--- src/rtl/trace_pkg.sv ---
// Shared types and constants for the parallel-trace sync controller.
package trace_pkg;

    typedef enum logic [1:0] {
        OFF,
        RESET_IF,
        HUNT,
        SYNCED
    } trace_state_e;

    localparam logic [31:0] TPIU_FSYNC  = 32'h7FFF_FFFF;
    localparam int          FRAME_BYTES = 16;
    localparam int          FRAME_WORDS = FRAME_BYTES / 4;

    localparam logic [1:0] WIDTH_1B   = 2'd0;
    localparam logic [1:0] WIDTH_2B   = 2'd1;
    localparam logic [1:0] WIDTH_RSVD = 2'd2;
    localparam logic [1:0] WIDTH_4B   = 2'd3;

    // The reserved encoding is never applied to the front-end.
    function automatic logic width_req_valid(input logic [1:0] w);
        return (w == WIDTH_1B) || (w == WIDTH_2B) || (w == WIDTH_4B);
    endfunction

endpackage

--- src/rtl/trace_frame_buf.sv ---
// Two-slot ping-pong frame store: words are assembled, then the whole frame is
// committed on word 3 and streamed out byte-by-byte over valid/ready.
module trace_frame_buf
    import trace_pkg::*;
(
    input  logic        clk,
    input  logic        rst_n,
    input  logic        flush_i,
    input  logic        wr_en_i,
    input  logic [1:0]  wr_idx_i,
    input  logic [31:0] wr_word_i,
    output logic        full_o,
    output logic        rd_valid_o,
    output logic [7:0]  rd_data_o,
    output logic        rd_last_o,
    input  logic        rd_ready_i
);

    logic [FRAME_BYTES*8-1:0]     slot_q [2];
    logic [(FRAME_WORDS-1)*32-1:0] asm_q;
    logic                          wr_slot_q, rd_slot_q;
    logic [1:0]                    cnt_q, cnt_d;
    logic [3:0]                    rd_idx_q;
    logic                          rd_done, commit, accept;

    assign rd_valid_o = (cnt_q != 2'd0);
    assign rd_last_o  = rd_valid_o && (rd_idx_q == 4'(FRAME_BYTES-1));
    assign rd_data_o  = rd_valid_o ? slot_q[rd_slot_q][{rd_idx_q, 3'b000} +: 8] : 8'h00;

    // A slot freed by this cycle's final read is usable by a frame committing now.
    assign rd_done = rd_last_o && rd_ready_i;
    assign commit  = wr_en_i && (wr_idx_i == 2'(FRAME_WORDS-1));
    assign full_o  = (cnt_q == 2'd2) && !rd_done;
    assign accept  = commit && !full_o;

    always_comb begin
        cnt_d = cnt_q;
        if (accept && !rd_done)
            cnt_d = cnt_q + 2'd1;
        else if (rd_done && !accept)
            cnt_d = cnt_q - 2'd1;
    end

    always_ff @(posedge clk or negedge rst_n) begin
        if (!rst_n) begin
            cnt_q     <= 2'd0;
            wr_slot_q <= 1'b0;
            rd_slot_q <= 1'b0;
            rd_idx_q  <= 4'd0;
        end else if (flush_i) begin
            cnt_q     <= 2'd0;
            wr_slot_q <= 1'b0;
            rd_slot_q <= 1'b0;
            rd_idx_q  <= 4'd0;
        end else begin
            cnt_q <= cnt_d;
            if (accept)
                wr_slot_q <= !wr_slot_q;
            if (rd_valid_o && rd_ready_i) begin
                rd_idx_q <= rd_idx_q + 4'd1;
                if (rd_done)
                    rd_slot_q <= !rd_slot_q;
            end
        end
    end

    always_ff @(posedge clk) begin
        if (wr_en_i && !commit)
            asm_q[{wr_idx_i, 5'b00000} +: 32] <= wr_word_i;
        if (accept)
            slot_q[wr_slot_q] <= {wr_word_i, asm_q};
    end

endmodule

--- src/rtl/trace_sync_ctrl.sv ---
// Parallel-trace controller: sequences the front-end, hunts TPIU full sync and
// packs the aligned byte stream into 16-byte frames for the downstream decoder.
module trace_sync_ctrl
    import trace_pkg::*;
#(
    parameter int SYNC_FRAMES_MAX = 64,
    parameter int RST_CYCLES      = 4,
    parameter int CNT_W           = 16
) (
    input  logic             clk,
    input  logic             rst,
    input  logic             cfg_enable,
    input  logic [1:0]       cfg_width,
    output logic             if_rst,
    output logic [1:0]       if_width,
    input  logic             if_valid,
    input  logic [7:0]       if_data,
    output logic             frm_valid,
    output logic [7:0]       frm_data,
    output logic             frm_last,
    input  logic             frm_ready,
    output logic             synced,
    output logic             sync_lost,
    output logic [CNT_W-1:0] lost_frames
);

    localparam int RC_W = (RST_CYCLES > 1) ? $clog2(RST_CYCLES) : 1;
    localparam int FS_W = $clog2(SYNC_FRAMES_MAX + 1);

    trace_state_e     state_q;
    logic [RC_W-1:0]  rcnt_q;
    logic [31:0]      shift_q;
    logic [23:0]      stage_q;
    logic [1:0]       phase_q, wcnt_q;
    logic [FS_W-1:0]  fss_q, fss_d;
    logic [CNT_W-1:0] lost_q;
    logic             if_rst_q, synced_q, sync_lost_q;
    logic [1:0]       if_width_q;

    logic        width_chg, byte_ok, is_fsync, buf_wr_en, frame_done, buf_full;
    logic [31:0] shift_d, word_d;

    assign width_chg  = (cfg_width != if_width_q) && width_req_valid(cfg_width);
    assign byte_ok    = cfg_enable && !width_chg && if_valid;
    assign shift_d    = {if_data, shift_q[31:8]};
    assign word_d     = {if_data, stage_q};
    assign is_fsync   = (word_d == TPIU_FSYNC);
    assign buf_wr_en  = byte_ok && (state_q == SYNCED) && (phase_q == 2'd3) && !is_fsync;
    assign frame_done = buf_wr_en && (wcnt_q == 2'(FRAME_WORDS-1));
    assign fss_d      = fss_q + 1'b1;

    always_ff @(posedge clk or negedge rst) begin
        if (!rst) begin
            state_q     <= OFF;
            rcnt_q      <= '0;
            shift_q     <= '0;
            stage_q     <= '0;
            phase_q     <= 2'd0;
            wcnt_q      <= 2'd0;
            fss_q       <= '0;
            lost_q      <= '0;
            if_rst_q    <= 1'b1;
            if_width_q  <= WIDTH_4B;
            synced_q    <= 1'b0;
            sync_lost_q <= 1'b0;
        end else begin
            sync_lost_q <= 1'b0;
            if (frame_done && buf_full && (lost_q != '1))
                lost_q <= lost_q + 1'b1;

            if (!cfg_enable) begin
                state_q  <= OFF;
                if_rst_q <= 1'b1;
                synced_q <= 1'b0;
            end else begin
                case (state_q)
                    OFF: begin
                        state_q  <= RESET_IF;
                        if_rst_q <= 1'b1;
                        rcnt_q   <= RC_W'(RST_CYCLES - 1);
                        if (width_req_valid(cfg_width))
                            if_width_q <= cfg_width;
                    end
                    RESET_IF: begin
                        if (rcnt_q == '0) begin
                            state_q  <= HUNT;
                            if_rst_q <= 1'b0;
                            shift_q  <= '0;
                        end else begin
                            rcnt_q <= rcnt_q - 1'b1;
                        end
                    end
                    HUNT, SYNCED: begin
                        if (width_chg) begin
                            // Partial frame is abandoned; SYNCED entry re-zeroes phase/word count.
                            state_q    <= RESET_IF;
                            if_rst_q   <= 1'b1;
                            rcnt_q     <= RC_W'(RST_CYCLES - 1);
                            if_width_q <= cfg_width;
                            synced_q   <= 1'b0;
                        end else if (if_valid) begin
                            if (state_q == HUNT) begin
                                shift_q <= shift_d;
                                if (shift_d == TPIU_FSYNC) begin
                                    state_q  <= SYNCED;
                                    synced_q <= 1'b1;
                                    phase_q  <= 2'd0;
                                    wcnt_q   <= 2'd0;
                                    fss_q    <= '0;
                                end
                            end else begin
                                phase_q <= phase_q + 2'd1;
                                if (phase_q != 2'd3) begin
                                    stage_q[{phase_q, 3'b000} +: 8] <= if_data;
                                end else if (is_fsync) begin
                                    fss_q <= '0;
                                end else begin
                                    wcnt_q <= wcnt_q + 2'd1;
                                    if (frame_done) begin
                                        fss_q <= fss_d;
                                        if (fss_d == FS_W'(SYNC_FRAMES_MAX)) begin
                                            state_q     <= HUNT;
                                            synced_q    <= 1'b0;
                                            sync_lost_q <= 1'b1;
                                            shift_q     <= '0;
                                        end
                                    end
                                end
                            end
                        end
                    end
                    default: state_q <= OFF;
                endcase
            end
        end
    end

    trace_frame_buf u_buf (
        .clk        (clk),
        .rst_n      (rst),
        .flush_i    (!cfg_enable),
        .wr_en_i    (buf_wr_en),
        .wr_idx_i   (wcnt_q),
        .wr_word_i  (word_d),
        .full_o     (buf_full),
        .rd_valid_o (frm_valid),
        .rd_data_o  (frm_data),
        .rd_last_o  (frm_last),
        .rd_ready_i (frm_ready)
    );

    assign if_rst      = if_rst_q;
    assign if_width    = if_width_q;
    assign synced      = synced_q;
    assign sync_lost   = sync_lost_q;
    assign lost_frames = lost_q;

endmodule

--- config.mk ---
export PLATFORM = sky130hd
export DESIGN_NAME = trace_sync_ctrl
export DESIGN_NICKNAME = d
export VERILOG_FILES = /design/src/rtl/trace_pkg.sv /design/src/rtl/trace_frame_buf.sv /design/src/rtl/trace_sync_ctrl.sv
export SDC_FILE = /design/constraint.sdc
export NUM_CORES = 1
export LEC_CHECK = 0
export ABC_AREA = 0
export BUFFER_PORTS_ARGS = -buffer_cell sky130_fd_sc_hd__buf_2
export CAP_MARGIN = 10
export CORE_MARGIN = 2
export CORE_UTILIZATION = 45
export CTS_CLUSTER_DIAMETER = 40
export DETAILED_ROUTE_END_ITERATION = 10
export SKIP_LAST_GASP = 1
export SLEW_MARGIN = 10
export SYNTH_ARGS = -nofsm -noshare
export SYNTH_HDL_FRONTEND = slang
export SYNTH_SLANG_ARGS = --single-unit
--- constraint.sdc ---
create_clock -name clk -period 12.7 [get_ports clk]
set_clock_uncertainty 0.1 [all_clocks]
set_input_delay 0.635 -clock clk [delete_from_list [all_inputs] [get_ports clk]]
set_output_delay 0.635 -clock clk [all_outputs]
set_load 0.01 [all_outputs]
# --- Word level (Yosys, flattened, before mapping) ---
# Memories as Yosys holds them, arrays and structs flattened.
# Index checks and enable logic that the tools add are counted.
totals:
  ff_bits: 196
  ramBits: 256
  inputBits: 15
  output_inout_bits: 31
  elab_cells: 202
  n_memories: 1
op_classes:
  addsub: 10
  eq_ne: 47
  shifts: 5
  muxes: 74
  bitwise: 2
  reduce_logical: 46
mem_list:
  columns: ["name", "words", "word_bits", "rd", "rd_ports_with_merged_regs", "write_ports", "line_no", "source"]
  rows:
  - ["u_buf.slot_q", 2, 128, 1, 0, 1, "trace_frame_buf.sv:19", "logic [FRAME_BYTES*8-1:0] slot_q [2];"]
ops:
  columns: ["op", "count"]
  rows:
  - ["two-way mux 32 bit", 8]
  - ["indexed part select 128 x 8 -> 8 bit", 1]
  - ["bitwise mux 96 bit", 1]
  - ["variable shift 32 x 9 -> 96 bit (first input constant)", 1]
  - ["indexed part select 32 x 9 -> 96 bit", 1]
  - ["== test 32 x 31 -> 1 bit (second input constant)", 2]
  - ["case mux 32 bit (2 select lines)", 1]
  - ["two-way mux 2 bit", 22]
  - ["two-way mux 7 bit", 5]
  - ["two-way mux 1 bit", 29]
  - ["AND reduction 7 bit", 4]
  - ["!= test 5 bit (second input constant)", 5]
  - ["bitwise mux 24 bit", 1]
  - ["variable shift 8 x 7 -> 24 bit (first input constant)", 1]
  - ["indexed part select 8 x 7 -> 24 bit", 1]
  - ["!= test 3 bit (second input constant)", 6]
  - ["logical AND 1 bit", 17]
  - ["adder 16 x 1 -> 16 bit (second input constant)", 1]
  - ["!= test 16 bit (second input constant)", 1]
  - ["!= test 2 bit (second input constant)", 8]
  - ["== test 2 bit (second input constant)", 6]
  - ["!= test 2 x 1 -> 1 bit (second input constant)", 6]
  - ["case mux 2 bit (3 select lines)", 2]
  - ["negation 7 -> 9 bit", 1]
  - ["30 further kinds", 53]

# --- Longest topological paths before layout ---
# Gate-level depths: netlist of run 1.
logic_depth:
  depth_word: 19
  ltp_mapped: 9

# --- By module ---
# A second synthesis of run 1 with hierarchy kept.
hier_totals:
  cells_unflattened: 1109
  area_unflattened_um2: 18172.4
modules_own_cells:
  columns: ["module", "n_inst", "cells_per_inst", "area_per_inst_um2"]
  rows:
  - ["trace_frame_buf", 1, 673, 13922.1]
  - ["trace_sync_ctrl", 1, 436, 4250.3]

# --- Worst setup path after synthesis of run 1 ---
# No wires, ideal clock.
synth_timing:
  path_type: "reg2reg"
  from: "register phase_q[0]"
  to: "memory u_buf.slot_q[0][0] (netlist name) (enable)"
  setup_time_ns: 0.617
  t_arrival_ns: 6.730
  required_time_ns: 11.983
  path_slack_ns: 5.253
  stages_incl_launch_ff: 8
  n_path_buf: 1
  synth_period_minus_slack_ns: 7.447
  path_cell_list: "dfrtp_1 -> ha_1 -> and4_1 -> and3_1 -> and3_1 -> buf_4 -> nand3_1 -> nor2_1"
synth_via:
  elab_chain_len: 7
synth_lines:
  columns: ["item", "line_no", "source"]
  rows:
  - ["start, declared", "trace_sync_ctrl.sv:34", "logic [1:0] phase_q, wcnt_q;"]
  - ["start signal, assigned", "trace_sync_ctrl.sv:112", "phase_q <= phase_q + 2'd1;"]
  - ["== test 2 bit", "trace_sync_ctrl.sv:48", "assign buf_wr_en = byte_ok && (state_q == SYNCED) && (phase_q == 2'd3) && !is_fsync;"]
  - ["logical AND 1 bit (2 in a row)", "trace_sync_ctrl.sv:48", null]
  - ["logical AND 1 bit", "trace_frame_buf.sv:32", "assign commit = wr_en_i && (wr_idx_i == 2'(FRAME_WORDS-1));"]
  - ["logical AND 1 bit", "trace_frame_buf.sv:34", "assign accept = commit && !full_o;"]
  - ["two-way mux 1 bit", "trace_frame_buf.sv:70", "if (accept)"]
  - ["two-way mux 1 bit (implied by the code)", "trace_frame_buf.sv:71", "slot_q[wr_slot_q] <= {wr_word_i, asm_q};"]
  - ["end, declared", "trace_frame_buf.sv:19", null]
# No other way between the ends.

# --- Worst setup path after layout of run 1 ---
layout_timing:
  from: "register u_buf.rd_slot_q"
  to: "output frm_data[7]"
layout_via:
  elab_chain_len: 3
layout_lines:
  columns: ["item", "line_no", "source"]
  rows:
  - ["start, declared", "trace_frame_buf.sv:21", "logic wr_slot_q, rd_slot_q;"]
  - ["start signal, assigned", "trace_frame_buf.sv:62", "rd_slot_q <= !rd_slot_q;"]
  - ["memory (2 x 128 bit)", null, null]
  - ["indexed part select 128 x 8 -> 8 bit", "trace_frame_buf.sv:28", "assign rd_data_o = rd_valid_o ? slot_q[rd_slot_q][{rd_idx_q, 3'b000} +: 8] : 8'h00;"]
  - ["two-way mux 8 bit", "trace_frame_buf.sv:28", null]
  - ["end, declared", "trace_sync_ctrl.sv:19", "output logic [7:0] frm_data,"]
# No other way between the ends.

==> qor.yml, run 1 <==
status: "completed"
nets: 1176
post_synth_instance_area_sq_mm: 0.01787
setup.worst_path.start_class: "flop"
grtUsageTotal_pct: 18.71
max_slew.worst_pin.slew_ns: 1.193
drive_gt1_share_pct: 21.61
final-max-slew-violation-count: 0
path_class: "reg -> out"
power_density_over_cell_area_mw_per_mm2: 158.8
tritoncts_num_sinks: 444
clock_insertion_delay_worst_skew_ns: 0.59
cpMaxStageDelayCell: "dfrtp_4"
path_type_of_the_worst_min_delay_path: "in -> reg"
die_area_sq_mm: 0.04132
ir_drop_mv: 0.1098
dr_total_vias: 9394
drc_errors: 0
timing.critical_path.slowest_cell_delay_ns: 0.86
grt_setup_unrepaired: "no"
final_clock_period_utilization_by_the_worst_path_pct: 34.72
effective_utilization_at_floorplan_pct: 45.92
biggest_fanout_along_the_worst_timing_path: 36
globalRouteOverflowTotal: 0
tritoncts: "built"
setup.worst_path.end_class: "output port"
synth.lib_cells_used.distinct: 66
cts-buffers-inserted: 58
count_of_flip_flops_with_a_built_in_enable_after_synthesis: 352
syn-instance-count: 1073
hold_slack_ns: 0.2415
dp.final_hpwl_um: 21890
htree_levels: 2
post_cts_hold_buffer_count: 1
grt_first_pass_wirelength_um: 58070
timing.setup.tns_ns: 0
crit_buf_inv: 2
finalSetupViolations: 0
place.port_buffers: 45
antenna-diode-count: 0
die_height_um: 203.3
dr.pass1.iters: 5
grt_max_degree: 78
synth-seq-area-share_pct: 72.06
die_boundary_width_um: 203.3
max_cap_viol_count: 0
power_switching_share_pct: 20.46
ioPinCount: 46
postSynthAreaPerCell_sq_um: 16.65
area_growth_pct: 15.58
combinationalPowerShare_pct: 2.1
cts.path.max_buffers: 3
num_rows: 72
share_seq_of_total_power_pct: 48.0
int_power_w: 0.002609
vias_per_cell: 5.487
drt_iter0_drc: 607
net_switching_power_figure_w: 0.0006712
period_minus_slack_ns: 4.410
detail_route.wirelength_um: 37370
power.clock.fraction_pct: 49.8
drt.antenna.violating_nets: 0
max-slew-margin-rel_pct: 20.30
cell_chain_of_the_critical_path: "buf_4, mux4_2, nor2b_1, a211oi_1, a21oi_1, and3_1, buf_2"
gp_congestion: 0.7791
floorplan.core_area_sq_mm: 0.03892
ys_ff_latch: 444
crit_arrival_ns: 3.67
yosysWarnings: 0
report.final.hold_viol_count: 0
number_of_global_route_vias_before_repair: 9800
drt-wirelength-per-cell_um: 21.83
report.power.total_w: 0.003280
leakage_nw: 6.753
postSynth.topFlopCell: "edfxtp_1"
timing.critical_path.max_delay_family: "buffers and inverters"
synthArstFlopShare_pct: 20.72
number_of_antenna_violations_at_the_first_check_in_global_routing: 1
critical_path_required_ns: 11.97
post_cts_resize_count: 0
num-fill-cells: 3185
clock_slew_at_the_register_clock_pins_of_the_worst_setup_and_hold_paths_ns: 0.05
max_freq_ghz: 0.2268
postCtsSetupRepairBufs: 0
synthesis.nets: 1102
clk_root_buffer_cell: "clkbuf_16"
stage by stage:
step | setup slack, ns | util [%] | cells | area, sq um
3_5_place_dp | 8.397 | 48.00 | 1604 | 18680
2_1_floorplan | 5.253 | - | 1073 | 17870
5_1_grt | 8.011 | 53.07 | 1712 | 20650
4_1_cts | 8.138 | 53.07 | 1712 | 20650
3_3_place_gp | 8.482 | 48.00 | 1604 | 18680
6_report | 8.290 | 53.07 | 1712 | 20650
cell type report:
type	count	area (sq um)	area share (%)
Sequential cell	444	12880	62.37
Multi-Input combinational cell	561	4731	22.91
Clock buffer	75	1577	7.633
Tap cell	518	648.1	3.138
Clock inverter	32	386.6	1.872
Timing Repair Buffer	61	350.3	1.696
Inverter	21	78.83	0.3817
power groups by stage:
stage | logic (W) | clock network [W] | registers (W)
after floorplan | 0.0000427 | 0 | 0.00160
after global placement | 0.0000690 | 0 | 0.00160
after detailed placement | 0.0000699 | 0 | 0.00160
after CTS | 0.0000705 | 0.00167 | 0.00158
after global routing | 0.0000795 | 0.00173 | 0.00158
final | 0.0000699 | 0.00163 | 0.00158
metal layers:
layer / up-vias / wire, um / track usage, %
met2: 213 / 18100 / 30.39
met5: - / 11 / 0
met3: 62 / 1977 / 3.547
met4: 2 / 726 / 5.892
li1: 4284 / - / -
met1: 4833 / 16550 / 25.76
worst reg2reg max path: stages, from the launching register on:
cell	delay, ns
dfrtp_2	0.33
buf_4	0.61
ha_1	0.33
nand4_1	0.12
nand3_1	0.16
nand3_1	0.19
nor2_4	0.12
buf_4	0.76
buf_4	0.83
synthesized netlist by cell type (3+ instances only):
cell      instances  area [sq um]
a31oi_1           3         18.77
mux4_2           64          1441
a21boi_0          3         22.52
nand4_1          22         137.6
xor2_1           11         96.34
and2_1           99         619.3
xnor2_1          10         87.58
nor4_1            4         25.02
nand3_1          24         120.1
nor2_1           25         93.84
a22oi_1           9         67.56
buf_2            10         50.05
edfxtp_1        352         10570
dfstp_2           3         78.83
mux2i_1          24         240.2
buf_4             4         30.03
o31ai_1           3         22.52
o21ai_0           7         35.03
or3b_1            3         26.28
a22o_1           23         201.4
and3_1           16         100.1
dfrtp_1          89          2227
and2_2            3         22.52
nor3b_1           6         45.04
nor3_2            5         50.05
inv_1            20         75.07
a21o_1            3         22.52
nand2_1          75         281.5
ha_1             14         175.2
o21ai_1          26         130.1
buf_6             3         33.78
nor2b_1          15         93.84
buf_1             4         15.01
a21oi_1          13         65.06
clkbuf_1         24         90.09
a211oi_1         10         75.07
nor3_1            6         30.03
a22o_2            3         30.03
kinds of logic after synthesis:
logic type,after synthesis,share of synthesized area (%)
flops,444,72.06
buf+inv,68,1.778
compound gates,118,4.740
xor+xnor,21,1.029
mux,89,9.473
simple gates,319,9.943
fa+ha+maj,14,0.9803
registers in the layout (all words and copies together) (netlist names):
register,flops
if_width,2
u_buf.slot_q,256
wcnt_q,2
if_rst,1
u_buf.asm_q,96
sync_lost,1
phase_q,2
lost_frames,16
state_q,2
rcnt_q,2
stage_q,24
u_buf.rd_slot_q,1
fss_q,7
shift_q,24
u_buf.rd_idx_q,4
u_buf.cnt_q,2
u_buf.wr_slot_q,1
synced,1
final timing paths:
path                                                from                             end  slack, ns  cells past startpoint
min in group asynchronous                            rst      lost_frames[6]$_DFFE_PN0P_       0.53                      2
hold reg to reg                u_buf.asm_q[34]$_DFFE_PP_   u_buf.slot_q[1][34]$_DFFE_PP_       0.34                      0
max in group asynchronous                            rst     u_buf.rd_slot_q$_DFFE_PN0P_      10.96                      3
hold / removal                              cfg_width[0]         if_width[0]$_DFFE_PN1P_       0.24                      3
setup reg to reg           u_buf.rd_idx_q[1]$_DFFE_PN0P_  u_buf.slot_q[0][113]$_DFFE_PP_       8.73                      8
setup / recovery             u_buf.rd_slot_q$_DFFE_PN0P_                     frm_data[7]       8.29                      7
layout by cell type (no fill, tap or decap), drive strengths merged, types with 10 or more instances in the layout:
cell type	netlist	routed
edfxtp	352	352
clkbuf	25	75
mux2i	24	24
nand3	24	24
ha	14	14
mux4	64	64
buf	21	60
a211oi	11	11
dfrtp	89	89
nor2	27	27
nor3	11	11
a22o	26	26
inv	21	29
xor2	11	11
nand2	75	75
a21oi	13	13
and2	102	102
clkinv	0	13
nand4	23	23
o21ai	34	34
xnor2	10	10
and3	17	17
nor2b	15	15
Power figures use the tool's default switching activity.
==> inputs of run 2 (changes only) <==
--- a/config.mk
+++ b/config.mk
@@ -5,7 +5,7 @@
 export SDC_FILE = /design/constraint.sdc
 export NUM_CORES = 1
 export LEC_CHECK = 0
-export ABC_AREA = 0
+export ABC_AREA = 1
 export BUFFER_PORTS_ARGS = -buffer_cell sky130_fd_sc_hd__buf_2
 export CAP_MARGIN = 10
 export CORE_MARGIN = 2
==> constraint.sdc (replaced) <==
create_clock -name clk -period 4.25 [get_ports clk]
set_clock_uncertainty 0.1 [all_clocks]
set_input_delay 0.2125 -clock clk [delete_from_list [all_inputs] [get_ports clk]]
set_output_delay 0.2125 -clock clk [all_outputs]
set_load 0.01 [all_outputs]
==> qor.yml, run 2 <==
ir_drop_mv: 0.3790  # +250%
setup.worst_path.end_class: "output port"
detail_route.wirelength_um: 43780  # +17%
finalSetupViolations: 0  # unchanged
final_critical_path_setup_slack_ns: 0.8115  # -7.479 ns
nets: 1717  # +46%
postSynth.topFlopCell: "edfxtp_1"
antenna-diode-count: 0  # unchanged
timing.setup.tns_ns: 0  # unchanged
postSynthAreaPerCell_sq_um: 11.37  # -32%
synth.lib_cells_used.distinct: 42  # -36%
place_worst_setup_slack_ns: 1.116  # -7.281 ns
ioPinCount: 46  # unchanged
grt_first_pass_wirelength_um: 68440  # +18%
grt_setup_unrepaired: "no"
dr_total_vias: 12322  # +31%
grtUsageTotal_pct: 21.17  # +2.5 points
max_freq_ghz: 0.2908
drt_iter0_drc: 1047  # +72%
gp_congestion: 0.8428  # +8.2%
crit_buf_inv: 2  # unchanged
synth.top_cells.by_area: "edfxtp_1, dfrtp_1, nor2_1"
die_boundary_width_um: 206.4  # +1.5%
largestRegisters: "u_buf.slot_q: 256 flops, u_buf.asm_q: 96 flops"
timing.critical_path.max_delay_family: "buffers and inverters"
tritoncts_num_sinks: 444  # unchanged
drt.antenna.violating_nets: 0  # unchanged
crit_path_most_repeated_cell: "nand3_1"
synth.top_cells.by_count: "edfxtp_1, nor2_1, nand2_1, o21ai_0, inv_1"
ys_ff_latch: 444  # unchanged
final-max-slew-violation-count: 0  # unchanged
yosysWarnings: 0  # unchanged
leakage_nw: 8.273  # +23%
place.port_buffers: 45  # unchanged
max_cap_viol_count: 0  # unchanged
power_density_over_cell_area_mw_per_mm2: 527.6  # +230%
top_reg_by_flops: "u_buf.slot_q"
drive_gt1_share_pct: 12.05  # -9.6 points
dp.final_hpwl_um: 25740  # +18%
cell_chain_of_the_critical_path: "buf_4, o21ai_0, o221ai_1, nand3_1, nand3_1, nand2_1, a21oi_1, buf_2"
setup.worst_path.start_class: "flop"
layout.cells.most_common: "edfxtp_1"
drt-wirelength-per-cell_um: 19.31  # -12%
timing.critical_path.slowest_cell_delay_ns: 0.64  # -0.22 ns
post_synth_instance_area_sq_mm: 0.01844  # +3.2%
synthArstFlopShare_pct: 20.72  # unchanged
tritoncts: "built"
floorplan.core_area_sq_mm: 0.04065  # +4.4%
path_class: "reg -> out"
area_growth_pct: 15.68  # about the same
cts.path.max_buffers: 3  # unchanged
post_cts_hold_buffer_count: 16  # +15
syn-instance-count: 1622  # +51%
period_minus_slack_ns: 3.439
globalRouteOverflowTotal: 0  # unchanged
vias_per_cell: 5.435  # -0.94%
hold_slack_ns: 0.1302  # -0.1113 ns
yosys.cell_count.top_type: "edfxtp_1"
clock_slew_at_the_register_clock_pins_of_the_worst_setup_and_hold_paths_ns: 0.05  # about the same
num_rows: 74  # +2.8%
number_of_global_route_vias_before_repair: 12036  # +23%
postCtsSetupRepairBufs: 0  # unchanged
dr.pass1.iters: 5  # unchanged
post_cts_resize_count: 0  # unchanged
largest_register_ff_count: 256  # unchanged
critical_path_required_ns: 3.94  # -8.03 ns
biggest_fanout_along_the_worst_timing_path: 54  # +50%
post-synth-top-area-cell: "edfxtp_1"
grt_max_degree: 133  # +71%
most-common-layout-cells: "edfxtp_1, nor2_1, nand2_1, o21ai_0, inv_1"
cts-buffers-inserted: 58  # unchanged
clk_root_buffer_cell: "clkbuf_16"
htree_levels: 2  # unchanged
crit_arrival_ns: 3.13  # -0.54 ns
report.final.hold_viol_count: 0  # unchanged
number_of_antenna_violations_at_the_first_check_in_global_routing: 0  # -1
die_area_sq_mm: 0.04260  # +3.1%
cpMaxStageDelayCell: "buf_4"
clock_insertion_delay_worst_skew_ns: 0.61  # +0.02 ns
max-slew-margin-rel_pct: 29.08  # +8.8 points
final_clock_period_utilization_by_the_worst_path_pct: 80.91
drc_errors: 0  # unchanged
status: "completed"
synthesis.nets: 1651  # +50%
count_of_flip_flops_with_a_built_in_enable_after_synthesis: 352  # unchanged
path_type_of_the_worst_min_delay_path: "in -> async"
synth-seq-area-share_pct: 69.85  # -2.2 points
max_slew.worst_pin.slew_ns: 1.061  # -0.1317 ns
die_height_um: 206.4  # +1.5%
yosysTopAreaCellShare_pct: 57.34  # -1.8 points
effective_utilization_at_floorplan_pct: 45.35  # -0.56 points
layout.core_utilization_pct: 52.47  # -0.60 points
run 2: cell types whose count changed in the layout (fill, tap and decap cells not counted), sizes merged, moves of 17 or more:
cell	before	now
mux4	64	0
o221ai	0	43
mux2i	24	0
nand2	75	201
a22o	26	0
and2	102	0
nor2	27	318
o22ai	0	17
nand3	24	83
inv	29	135
o21ai	34	212
run 2: worst reg2reg max path: stages, from the launching register on:
cell and delay (ns):
dfrtp_1 0.75, nand3_1 0.16, nor2_1 0.18, nand2_1 0.17
nand3_1 0.20, nand4_1 0.32, nor2_4 0.20, buf_12 0.50
run 2: final cells by class:
type	count	area (sq um)
Inverter	128	481.7
Timing Repair Buffer	86	650.6
Tap cell	532	665.6
Fill cell	3491	19320
Multi-Input combinational cell	970	4781
Sequential cell	444	12880
Clock buffer	66	1481
Clock inverter	41	384.1
run 2: path summary, 6_finish.rpt:
| path | end | slack [ns] | startpoint | cells past startpoint |
|---|---|---|---|---|
| setup / recovery | frm_data[7] | 0.81 | u_buf.rd_idx_q[0]$_DFFE_PN0P_ | 8 |
| hold / removal | lost_frames[0]$_DFFE_PN0P_ | 0.13 | rst | 2 |
| setup reg to reg | u_buf.slot_q[1][86]$_DFFE_PP_ | 1.09 | u_buf.rd_idx_q[3]$_DFFE_PN0P_ | 7 |
| hold reg to reg | u_buf.slot_q[0][57]$_DFFE_PP_ | 0.34 | u_buf.asm_q[57]$_DFFE_PP_ | 0 |
| max in group asynchronous | shift_q[27]$_DFFE_PN0P_ | 2.94 | rst | 3 |
| min in group clk | u_buf.slot_q[0][57]$_DFFE_PP_ | 0.34 | u_buf.asm_q[57]$_DFFE_PP_ | 0 |
run 2: cells by family after synthesis:
group / synth area share, %
simple gates: 14.19
buf+inv: 4.507
fa+ha+maj: 0.9502
xor+xnor: 0.7601
compound gates: 9.746
flops: 69.85
run 2: power by group:
| part | internal (W) | switching (W) |
|---|---|---|
| combinational | 0.000415 | 0.000959 |
| sequential | 0.00499 | 0.000230 |
| clock | 0.00273 | 0.00193 |
| total | 0.00814 | 0.00312 |
run 2: per-stage QoR:
stage	instance area [sq um]	power, W	std cells
after global routing	21330	0.01173	2267
after detailed placement	19300	0.006670	2144
final	21330	0.01125	2267
after global placement	19290	0.006638	2144
after CTS	21330	0.01134	2267
after floorplan	18440	0.006174	1622
run 2: routing by layer:
metal / up-vias / track usage, % / share of wire, %
met5: - / 0 / 0
met4: 0 / 6.454 / 2.4
met3: 78 / 4.052 / 6.5
met2: 354 / 33.64 / 47
met1: 6099 / 29.61 / 44
li1: 5791 / - / -
